File: src/rtl/led_pattern_engine.sv
// LED pattern engine: rotate-left/right, ping-pong and bar-fill patterns stepped by a
// selectable prescaler. Define LED_PWM_DIM_EN to add a duty input that dims the LEDs with PWM.
module led_pattern_engine #(
    parameter int N_LED = 8,
    parameter int CNT_W = 20,
    parameter int DIV0  = 999,
    parameter int DIV1  = 1999,
    parameter int DIV2  = 4999,
    parameter int DIV3  = 9999
) (
    input  logic             clk,
    input  logic             rst,
    input  logic             run,
    input  logic             clear,
    input  logic [1:0]       mode,
    input  logic [1:0]       freq_set,
`ifdef LED_PWM_DIM_EN
    input  logic [3:0]       duty,
`endif
    output logic [N_LED-1:0] led,
    output logic             wrap
);

    typedef enum logic {DIR_UP = 1'b0, DIR_DOWN = 1'b1} dir_t;

    localparam logic [N_LED-1:0] PAT_LO  = {{(N_LED-1){1'b0}}, 1'b1};
    localparam logic [N_LED-1:0] PAT_HI  = {1'b1, {(N_LED-1){1'b0}}};
    localparam logic [CNT_W-1:0] LIM0    = CNT_W'(DIV0);
    localparam logic [CNT_W-1:0] LIM1    = CNT_W'(DIV1);
    localparam logic [CNT_W-1:0] LIM2    = CNT_W'(DIV2);
    localparam logic [CNT_W-1:0] LIM3    = CNT_W'(DIV3);

    logic [CNT_W-1:0] cnt, cnt_n, limit;
    logic [N_LED-1:0] pattern, pat_n, step_pat;
    logic [1:0]       mode_q, mode_n;
    dir_t             dir, dir_n, step_dir;
    logic             wrap_n, step_wrap, tick;

    function automatic logic [N_LED-1:0] start_of(input logic [1:0] m);
        case (m)
            2'b01:   return PAT_HI;
            2'b11:   return '0;
            default: return PAT_LO;
        endcase
    endfunction

    always_ff @(posedge clk or posedge rst) begin
        if (rst) begin
            cnt     <= '0;
            mode_q  <= 2'b00;
            dir     <= DIR_UP;
            pattern <= PAT_LO;
            wrap    <= 1'b0;
        end else begin
            cnt     <= cnt_n;
            mode_q  <= mode_n;
            dir     <= dir_n;
            pattern <= pat_n;
            wrap    <= wrap_n;
        end
    end

    always_comb begin
        case (freq_set)
            2'd0:    limit = LIM0;
            2'd1:    limit = LIM1;
            2'd2:    limit = LIM2;
            default: limit = LIM3;
        endcase
        // >= so that lowering the limit mid-count ticks at once instead of wrapping
        tick = (cnt >= limit);

        step_pat = pattern;
        step_dir = dir;
        case (mode_q)
            2'b00: step_pat = {pattern[N_LED-2:0], pattern[N_LED-1]};
            2'b01: step_pat = {pattern[0], pattern[N_LED-1:1]};
            2'b10: begin
                // direction flips on arrival at an end, so each end LED is lit for one tick
                if (dir == DIR_UP) begin
                    step_pat = pattern << 1;
                    if (step_pat[N_LED-1]) step_dir = DIR_DOWN;
                end else begin
                    step_pat = pattern >> 1;
                    if (step_pat[0]) step_dir = DIR_UP;
                end
            end
            default: step_pat = (&pattern) ? '0 : {pattern[N_LED-2:0], 1'b1};
        endcase
        step_wrap = (step_pat == start_of(mode_q)) &&
                    ((mode_q != 2'b10) || (step_dir == DIR_UP));

        cnt_n  = cnt;
        pat_n  = pattern;
        dir_n  = dir;
        mode_n = mode_q;
        wrap_n = 1'b0;
        if (clear || (mode != mode_q)) begin
            cnt_n  = '0;
            pat_n  = start_of(mode);
            dir_n  = DIR_UP;
            mode_n = mode;
        end else if (run) begin
            if (tick) begin
                cnt_n  = '0;
                pat_n  = step_pat;
                dir_n  = step_dir;
                wrap_n = step_wrap;
            end else begin
                cnt_n = cnt + CNT_W'(1);
            end
        end
    end

`ifdef LED_PWM_DIM_EN
    logic [3:0] pwm_cnt;

    always_ff @(posedge clk or posedge rst) begin
        if (rst) begin
            pwm_cnt <= 4'd0;
            led     <= PAT_LO;
        end else begin
            pwm_cnt <= pwm_cnt + 4'd1;
            led     <= pattern & {N_LED{pwm_cnt < duty}};
        end
    end
`else
    assign led = pattern;
`endif

endmodule

File: config.mk
export PLATFORM = sky130hd
export DESIGN_NAME = led_pattern_engine
export DESIGN_NICKNAME = d
export VERILOG_FILES = /design/src/rtl/led_pattern_engine.sv
export SDC_FILE = /design/constraint.sdc
export NUM_CORES = 1
export LEC_CHECK = 0
export BUFFER_PORTS_ARGS = -buffer_cell sky130_fd_sc_hd__buf_2
export CORE_ASPECT_RATIO = 0.5
export CORE_UTILIZATION = 59
export CTS_CLUSTER_DIAMETER = 150
export DETAILED_ROUTE_END_ITERATION = 10
export GPL_ROUTABILITY_DRIVEN = 0
export HOLD_SLACK_MARGIN = 0.15
export PLACE_DENSITY_LB_ADDON = 0.12
export SLEW_MARGIN = 20
export SYNTH_ARGS = -nofsm -noshare
export SYNTH_HDL_FRONTEND = slang
export SYNTH_SLANG_ARGS = --single-unit
File: constraint.sdc
create_clock -name clk -period 2.4 [get_ports clk]
set_input_delay 0.12 -clock clk [delete_from_list [all_inputs] [get_ports clk]]
set_output_delay 0.12 -clock clk [all_outputs]
set_load 0.05 [all_outputs]
== Word level (Yosys, flattened, before mapping) ==
Cells that the tools add are included.
W data, S select, Z words.

* Bits in registers: 32
* Input bits: 8
* Output and inout port bits: 9
* Word-level logic and storage cells: 49

* Add/sub/neg operators: 1
* Order comparisons: 1
* Equality and inequality tests: 10
* Multiplexer cells: 22
* Bitwise logic cells: 1
* Reductions and logical operators: 9

{| class="wikitable"
|+ Operators with widths
! cell !! count
|-
| $mux W20 || 3
|-
| $pmux W14 S3 || 1
|-
| $mux W8 || 5
|-
| $pmux W8 S2 || 2
|-
| $pmux W8 S3 || 1
|-
| $add A20 B1 Y20 const B || 1
|-
| $ge A20 B20 Y1 || 1
|-
| $mux W1 || 10
|-
| $eq A2 B2 Y1 const B || 4
|-
| $eq A8 B8 Y1 || 1
|-
| $reduce_and A8 Y1 || 1
|-
| $eq A2 B1 Y1 const B || 3
|-
| $logic_not A2 Y1 || 2
|-
| $reduce_bool A2 Y1 || 2
|-
| $logic_or A1 B1 Y1 || 2
|-
| $ne A2 B2 Y1 || 1
|-
| $ne A2 B2 Y1 const B || 1
|-
| $reduce_and A2 Y1 || 1
|-
| $logic_and A1 B1 Y1 || 1
|-
| $not A1 Y1 || 1
|}

== Logic depth before layout (Yosys ltp) ==
Gate-level depths: netlist of the first run.

* Word-level depth: 9
* Mapped depth: 9
* Gate-level depth less buffers: 8

== Least setup slack after synthesis of the first run ==
OpenSTA, ideal clock, no wires.

* Path type: register to register
* Start point: register pattern[6], in the netlist led[6]
* End point: register pattern[0], in the netlist led[0]
* Library setup time: 82 ps
* Data arrival time: 1,871 ps
* Required time: 2,318 ps
* Slack: 447 ps
* Stages on the path, launching flop included: 7
* Path buffers: 1
* Period minus slack after synthesis: 1,953 ps
* Cells stage by stage: dfrtp_1 -> buf_2 -> nand4_1 -> o211a_1 -> or2_1 -> a2bb2oi_1 -> mux2_2

* Word-level cells in the longest chain between the ends: 6

{| class="wikitable"
|+ RTL lines
! what !! RTL line !! source
|-
| from (decl) || 34 || <nowiki>logic [N_LED-1:0] pattern, pat_n, step_pat;</nowiki>
|-
| from (signal assigned) || 58 || <nowiki>pattern <= pat_n;</nowiki>
|-
| $reduce_and A8 Y1 || 88 || <nowiki>default: step_pat = (&pattern) ? '0 : {pattern[N_LED-2:0], 1'b1};</nowiki>
|-
| $mux W8 || 88 ||
|-
| $pmux W8 S3 || 75 || <nowiki>case (mode_q)</nowiki>
|-
| $mux W8 || 104 || <nowiki>if (tick) begin</nowiki>
|-
| $mux W8 || 103 || <nowiki>end else if (run) begin</nowiki>
|-
| $mux W8 || 98 || <nowiki>if (clear || (mode != mode_q)) begin</nowiki>
|}

Every way passes these cells. The select of a mux whose other input is x is not followed.
A chain may end at the register's enable or synchronous reset.

== Final worst setup path of the first run ==
* Start point: register cnt[7]
* End point: register cnt[7]

* Word-level cells in the longest chain between the ends: 4
* Elaborated cells on any way between the ends: 5
* Classes of those cells: 1 x add/sub; 1 x order compare; 3 x mux

{| class="wikitable"
|+ RTL lines
! what !! RTL line !! source
|-
| from (decl) || 33 || <nowiki>logic [CNT_W-1:0] cnt, cnt_n, limit;</nowiki>
|-
| from (signal assigned) || 55 || <nowiki>cnt <= cnt_n;</nowiki>
|-
| $add A20 B1 Y20 / $ge A20 B20 Y1 (equally long branches) || 110, 71 ||
|-
| $mux W20 * || 104 ||
|-
| $mux W20 * || 103 ||
|-
| $mux W20 * || 98 ||
|}

Every way passes the cells marked *; elsewhere a longest branch is shown, timed or not. The select of a mux whose other input is x is not followed.

==> impl_metrics.tcl, run 1 <==
set metrics [dict create \
    cts_tree "built" \
    drt_iter0_drc 142 \
    ioPinCount 17 \
    p_leak_nw 0.972 \
    grt_pass1_wl_um 7640 \
    grt_pass1_vias 1625 \
    run_status "finished, final reports clean" \
    avgRoutedWirePerCell_um 15.6 \
    synth_flop_cell "dfrtp_1" \
    fin_setup_tns_ns 0 \
    min_period_ns 2.23 \
    hold_viol_final 0 \
    drtPass1Iterations 4 \
    skew_ns 0.00988 \
    cp_max_fo 18 \
    dieWidth_um 85.5 \
    core_area_um2 3150 \
    die_h_um 43.8 \
    viasPerCell 6.24 \
    nNetsFinal 262 \
    cts.htree.levels 2 \
    criticalPathCategory "reg2reg" \
    fin_hold_ws_ns 0.216 \
    vias 1791 \
    areaGrowthSynthToFinish_pct 11.9 \
    antenna_found_initial 0 \
    port_buffers 16 \
    initial_core_util_pct 65.2 \
    fmax_mhz 449 \
    synth-edff-count 0 \
    cp.required_ns 2.57 \
    arrival_ns 2.40 \
    nFillCells 258 \
    synthesis.nets 242 \
    peakVddDrop_v 0.000481 \
    postCtsSetupBuffers 0 \
    synth_cell_types 51 \
    synthArstFlopShare_pct 100 \
    relSlewSlack_pct 71.4 \
    drcViolationCount 0 \
    dieArea_um2 3740 \
    end_kind "register" \
    power_density_nw_per_um2 528 \
    final_util_pct 73.0 \
    ff_latch_area_um2 802 \
    finalSetupViolations 0 \
    row_count 14 \
    syn_inst 226 \
    ys_warn_count 0 \
    ys_ff_latch 32 \
    hold_path_class "in2reg" \
    yosysSeqAreaShare_pct 39.0 \
    timing.final.crit_share_pct 92.8 \
    clkSlewWorstSetupHoldPaths_ns 0.07 \
    syn_area_um2 2060 \
    worst-slew-pin-transition_ns 0.418 \
    clk_latency_ns 0.29 \
    drv_slew 0 \
    clock_sinks 32 \
    layout-drive-gt1-share_pct 18.6 \
    grt.total_usage_pct 27.0 \
    power_mw 1.21 \
    clock-root-buffer "clkbuf_8" \
    crit_path_start_kind "register" \
    gr-total-overflow 0 \
    num_antenna_cells 0 \
    drv_cap 0 \
    grt_max_degree 33 \
    drt_wl_total_um 4470 \
    antenna_left 0 \
    cts_buffers 5 \
    fin_cells 287 \
    avgSynthCellArea_um2 9.10 \
    clockBufferDepth 2 \
    rsz0062_at_grt "false" \
    multi_input_area_um2 1150 \
    hpwl_um 2920 \
    placed_cells 276 \
]
==> worst max-delay path, cell delays in order, from the launching register on <==
cell	delay [ns]
dfrtp_1	0.46
ha_1	0.33
o211ai_1	0.08
a211oi_1	0.29
nor4_2	0.08
buf_4	0.16
o21ai_4	0.32
buf_4	0.31
nor2_1	0.08
==> final cells by class <==
cell class | instances | share of cell area, %
well taps | 40 | 2.18
inverters | 10 | 1.63
clock buffers | 6 | 3.15
repair buffers | 25 | 6.74
flip-flops and latches | 32 | 34.9
multi-input cells | 172 | 49.9
clock inverters | 2 | 1.52
==> logic make-up after synthesis <==
family | share of synthesized area [%]
xor+xnor | 8.03
simple gates | 23.6
fa+ha+maj | 4.87
flops | 39.0
mux | 5.29
compound gates | 14.1
buf+inv | 5.17
==> layout by cell type, fill, tap and decap left out, types with 2 or more instances in the layout <==
master,synthesis,routed
a21oi_1,13,13
a31oi_1,5,5
and4_1,3,3
buf_2,3,16
buf_4,1,6
clkbuf_8,0,5
dfrtp_1,31,31
dlygate4sd3_1,0,3
ha_1,8,8
inv_1,10,10
mux2_2,7,7
mux2i_1,3,3
nand2_1,18,18
nand2b_1,4,4
nand3_1,11,11
nand4_1,5,5
nor2_1,28,28
nor3_1,8,8
nor4_1,3,3
nor4_2,2,2
nor4b_1,2,2
o2111ai_1,2,2
o21ai_0,8,8
or2_2,2,2
xnor2_1,15,15
xor2_1,2,2
==> flip-flops by register name, summed over array words and instances, names as in the netlist <==
signal	flops
cnt	20
dir	1
led	8
mode_q	2
wrap	1
==> repair_timing <==
item                       CTS  global route
hold endpoints to repair    33             0
hold buffers                 3             0
setup endpoints to repair    0             4
resized for setup            0             0
==> per-layer routing <==
metal	vias to the layer above	track usage, %	wire length, µm
met3	14	7.24	253
li1	849	-	-
met5	-	0	0
met4	0	8.33	57
met1	852	38.9	2190
met2	76	40.3	1970
==> power breakdown <==
group	internal, mW	total, mW	switching [mW]
clock	0.308	0.509	0.201
sequential	0.549	0.566	0.0176
combinational	0.0490	0.139	0.0898
==> cell usage after synthesis (all sizes together), types with 7 or more instances <==
cell | instances | area, µm²
nor2 | 28 | 105
nor3 | 8 | 40.0
nand3 | 11 | 55.1
mux2 | 7 | 78.8
inv | 10 | 37.5
a21oi | 14 | 73.8
o21ai | 9 | 56.3
ha | 8 | 100
dfrtp | 31 | 776
xnor2 | 15 | 131
nand2 | 18 | 67.6
==> path summary, 6_finish.rpt <==
kind | end | slack (ns) | start | cells past startpoint
max | cnt[7]$_DFFE_PP0P_ | 0.17 | cnt[7]$_DFFE_PP0P_ | 8
min | cnt[1]$_DFFE_PP0P_ | 0.22 | run | 3
max reg2reg | cnt[7]$_DFFE_PP0P_ | 0.17 | cnt[7]$_DFFE_PP0P_ | 8
min reg2reg | cnt[19]$_DFFE_PP0P_ | 0.50 | cnt[19]$_DFFE_PP0P_ | 2
max in group asynchronous | led[0]$_DFFE_PP1P_ | 1.59 | rst | 4
min in group asynchronous | cnt[16]$_DFFE_PP0P_ | 0.47 | rst | 4
==> per-stage QoR <==
stage / cell area, µm² / setup WS [ns]
2_1_floorplan: 2060 / 0.447
3_3_place_gp: 2160 / 0.181
3_5_place_dp: 2160 / 0.131
4_1_cts: 2300 / 0.132
5_1_grt: 2300 / 0.0167
6_report: 2300 / 0.173
Note: power is estimated with default switching activity, not from simulation.
==> run 2, diff against run 1 <==
--- a/config.mk
+++ b/config.mk
@@ -7,7 +7,7 @@
 export LEC_CHECK = 0
 export BUFFER_PORTS_ARGS = -buffer_cell sky130_fd_sc_hd__buf_2
 export CORE_ASPECT_RATIO = 0.5
-export CORE_UTILIZATION = 59
+export CORE_UTILIZATION = 35
 export CTS_CLUSTER_DIAMETER = 150
 export DETAILED_ROUTE_END_ITERATION = 10
 export GPL_ROUTABILITY_DRIVEN = 0
==> run 2 against run 1 <==
Sequential share of layout area down 1.9 points. Global-route usage down 11 points. Worst hold slack better by 0.0062 ns. Die area up 66%. Clock power up 52%. Largest cell class unchanged. Largest power group is now clock. Cell area up 5.7%. First-iteration DRC count down 38%. Via count down 7.1%. Total power up 22%.
==> impl_metrics.tcl, run 2 (synthesized netlist as in run 1, its figures left out) <==
set metrics [dict create \
    clk_latency_ns 0.27 \
    hold_path_class "in2reg" \
    initial_core_util_pct 37.0 \
    worst-slew-pin-transition_ns 0.372 \
    dieWidth_um 110 \
    r2r_slack_ns 0.20 \
    grt_pass1_vias 1610 \
    num_antenna_cells 0 \
    fmax_mhz 454 \
    clock-root-buffer "clkbuf_16" \
    viasPerCell 5.16 \
    final_area_um2 2430 \
    drv_cap 0 \
    grt_pass1_wl_um 7850 \
    relSlewSlack_pct 74.5 \
    rr_startpoint "cnt[7]$_DFFE_PP0P_" \
    clkSlewWorstSetupHoldPaths_ns 0.05 \
    criticalPathCategory "reg2reg" \
    dpl_cell_area_um2 2220 \
    row_count 19 \
    fin_setup_tns_ns 0 \
    reg2reg_depth 8 \
    arrival_ns 2.40 \
    cts.htree.levels 2 \
    cts_buffers 5 \
    power_density_nw_per_um2 608 \
    largest_register_ffs 20 \
    avgRoutedWirePerCell_um 14.4 \
    drv_slew 0 \
    min_period_ns 2.20 \
    drcViolationCount 0 \
    skew_ns 0.00310 \
    hold_viol_final 0 \
    grt_max_degree 33 \
    finalSetupViolations 0 \
    port_buffers 16 \
    dieArea_um2 6210 \
    cp.required_ns 2.60 \
    drt_wl_total_um 4640 \
    ioPinCount 17 \
    multi_input_area_um2 1150 \
    hpwl_um 3310 \
    crit_path_start_kind "register" \
    cp_max_fo 20 \
    cts_tree "built" \
    clockBufferDepth 2 \
    core_area_um2 5560 \
    post_cts.resized_instances 0 \
    final_cell_mix "dfrtp_1 (31), nor2_1 (28), nand2_1 (18)" \
    layout_top_registers "cnt: 20 flops, led: 8 flops, mode_q: 2 flops" \
    vias 1663 \
    final_common_cell "dfrtp_1" \
    drt_iter0_drc 88 \
    timing.final.crit_share_pct 91.9 \
    areaGrowthSynthToFinish_pct 18.2 \
    clock_sinks 32 \
    grt.total_usage_pct 16.0 \
    end_kind "register" \
    rsz0062_at_grt "false" \
    p_leak_nw 1.02 \
    drtPass1Iterations 4 \
    regMostFlops "cnt" \
    nFillCells 551 \
    antenna_found_initial 0 \
    die_h_um 56.2 \
    r2r-end "dir$_DFFE_PP0P_" \
    run_status "finished, final reports clean" \
    whs_endpoint "wrap$_DFF_PP0_" \
    ff_latch_area_um2 802 \
    nNetsFinal 264 \
    antenna_left 0 \
    worst_hold_path.num_cells 2 \
    layout-drive-gt1-share_pct 19.7 \
    min-delay-start "run" \
    peakVddDrop_v 0.000327 \
    gr-total-overflow 0 \
]
## run 2: area by class of cell
cell class | instances | share of cell area (%)
flip-flops and latches | 32 | 33.0
repair buffers | 27 | 7.00
inverters | 10 | 1.54
clock buffers | 7 | 6.28
multi-input cells | 172 | 47.2
well taps | 73 | 3.76
clock inverters | 1 | 1.23
## run 2: stage by stage
| stage | instances | hold slack, ns | utilization [%] | setup WS [ns] | total power [mW] |
|---|---|---|---|---|---|
| floorplan | 226 | 0.218 | - | 0.447 | 0.675 |
| global placement | 311 | 0.226 | 39.9 | 0.196 | 0.711 |
| finish | 322 | 0.222 | 43.7 | 0.195 | 1.48 |
| CTS | 322 | 0.221 | 43.7 | 0.189 | 1.50 |
| global route | 322 | 0.231 | 43.7 | 0.0317 | 1.54 |
| detailed placement | 311 | 0.235 | 39.9 | 0.156 | 0.712 |
## run 2: layer usage
| metal | track usage (%) | vias up | wire length, µm |
|---|---|---|---|
| met5 | 0 | - | 0 |
| li1 | - | 851 | - |
| met3 | 3.92 | 9 | 173 |
| met1 | 23.2 | 777 | 2410 |
| met2 | 23.4 | 26 | 1990 |
| met4 | 4.76 | 0 | 63 |
## run 2: where the power goes
part,switching (mW),internal (mW)
Clock,0.228,0.546
Combinational,0.0911,0.0500
Sequential,0.0148,0.549
Total,0.334,1.15
## run 2: worst max-delay path by stage
stage / startpoint / to / slack (ns) / cells past startpoint
2_1_floorplan: led[6]$_DFFE_PP0P_ / led[0]$_DFFE_PP1P_ / 0.45 / 6
3_3_place_gp: freq_set[0] / dir$_DFFE_PP0P_ / 0.20 / 10
3_5_place_dp: freq_set[0] / dir$_DFFE_PP0P_ / 0.16 / 10
4_1_cts: cnt[7]$_DFFE_PP0P_ / dir$_DFFE_PP0P_ / 0.19 / 8
5_1_grt: cnt[7]$_DFFE_PP0P_ / dir$_DFFE_PP0P_ / 0.03 / 8
6_report: cnt[7]$_DFFE_PP0P_ / dir$_DFFE_PP0P_ / 0.20 / 8
## run 2: worst max-delay path, cell delays in order, from the launching register on
cell       delay [ns]
dfrtp_1          0.45
ha_1             0.33
o211ai_1         0.08
a211oi_1         0.26
nor4_2           0.08
buf_4            0.16
o21ai_4          0.30
buf_4            0.31
o2bb2ai_1        0.15
## run 2: repair_timing
action | CTS | global route
hold endpoints to repair | 33 | 0
endpoints found under the setup margin | 0 | 0
hold buffers | 3 | 0
buffers inserted | 0 | 0
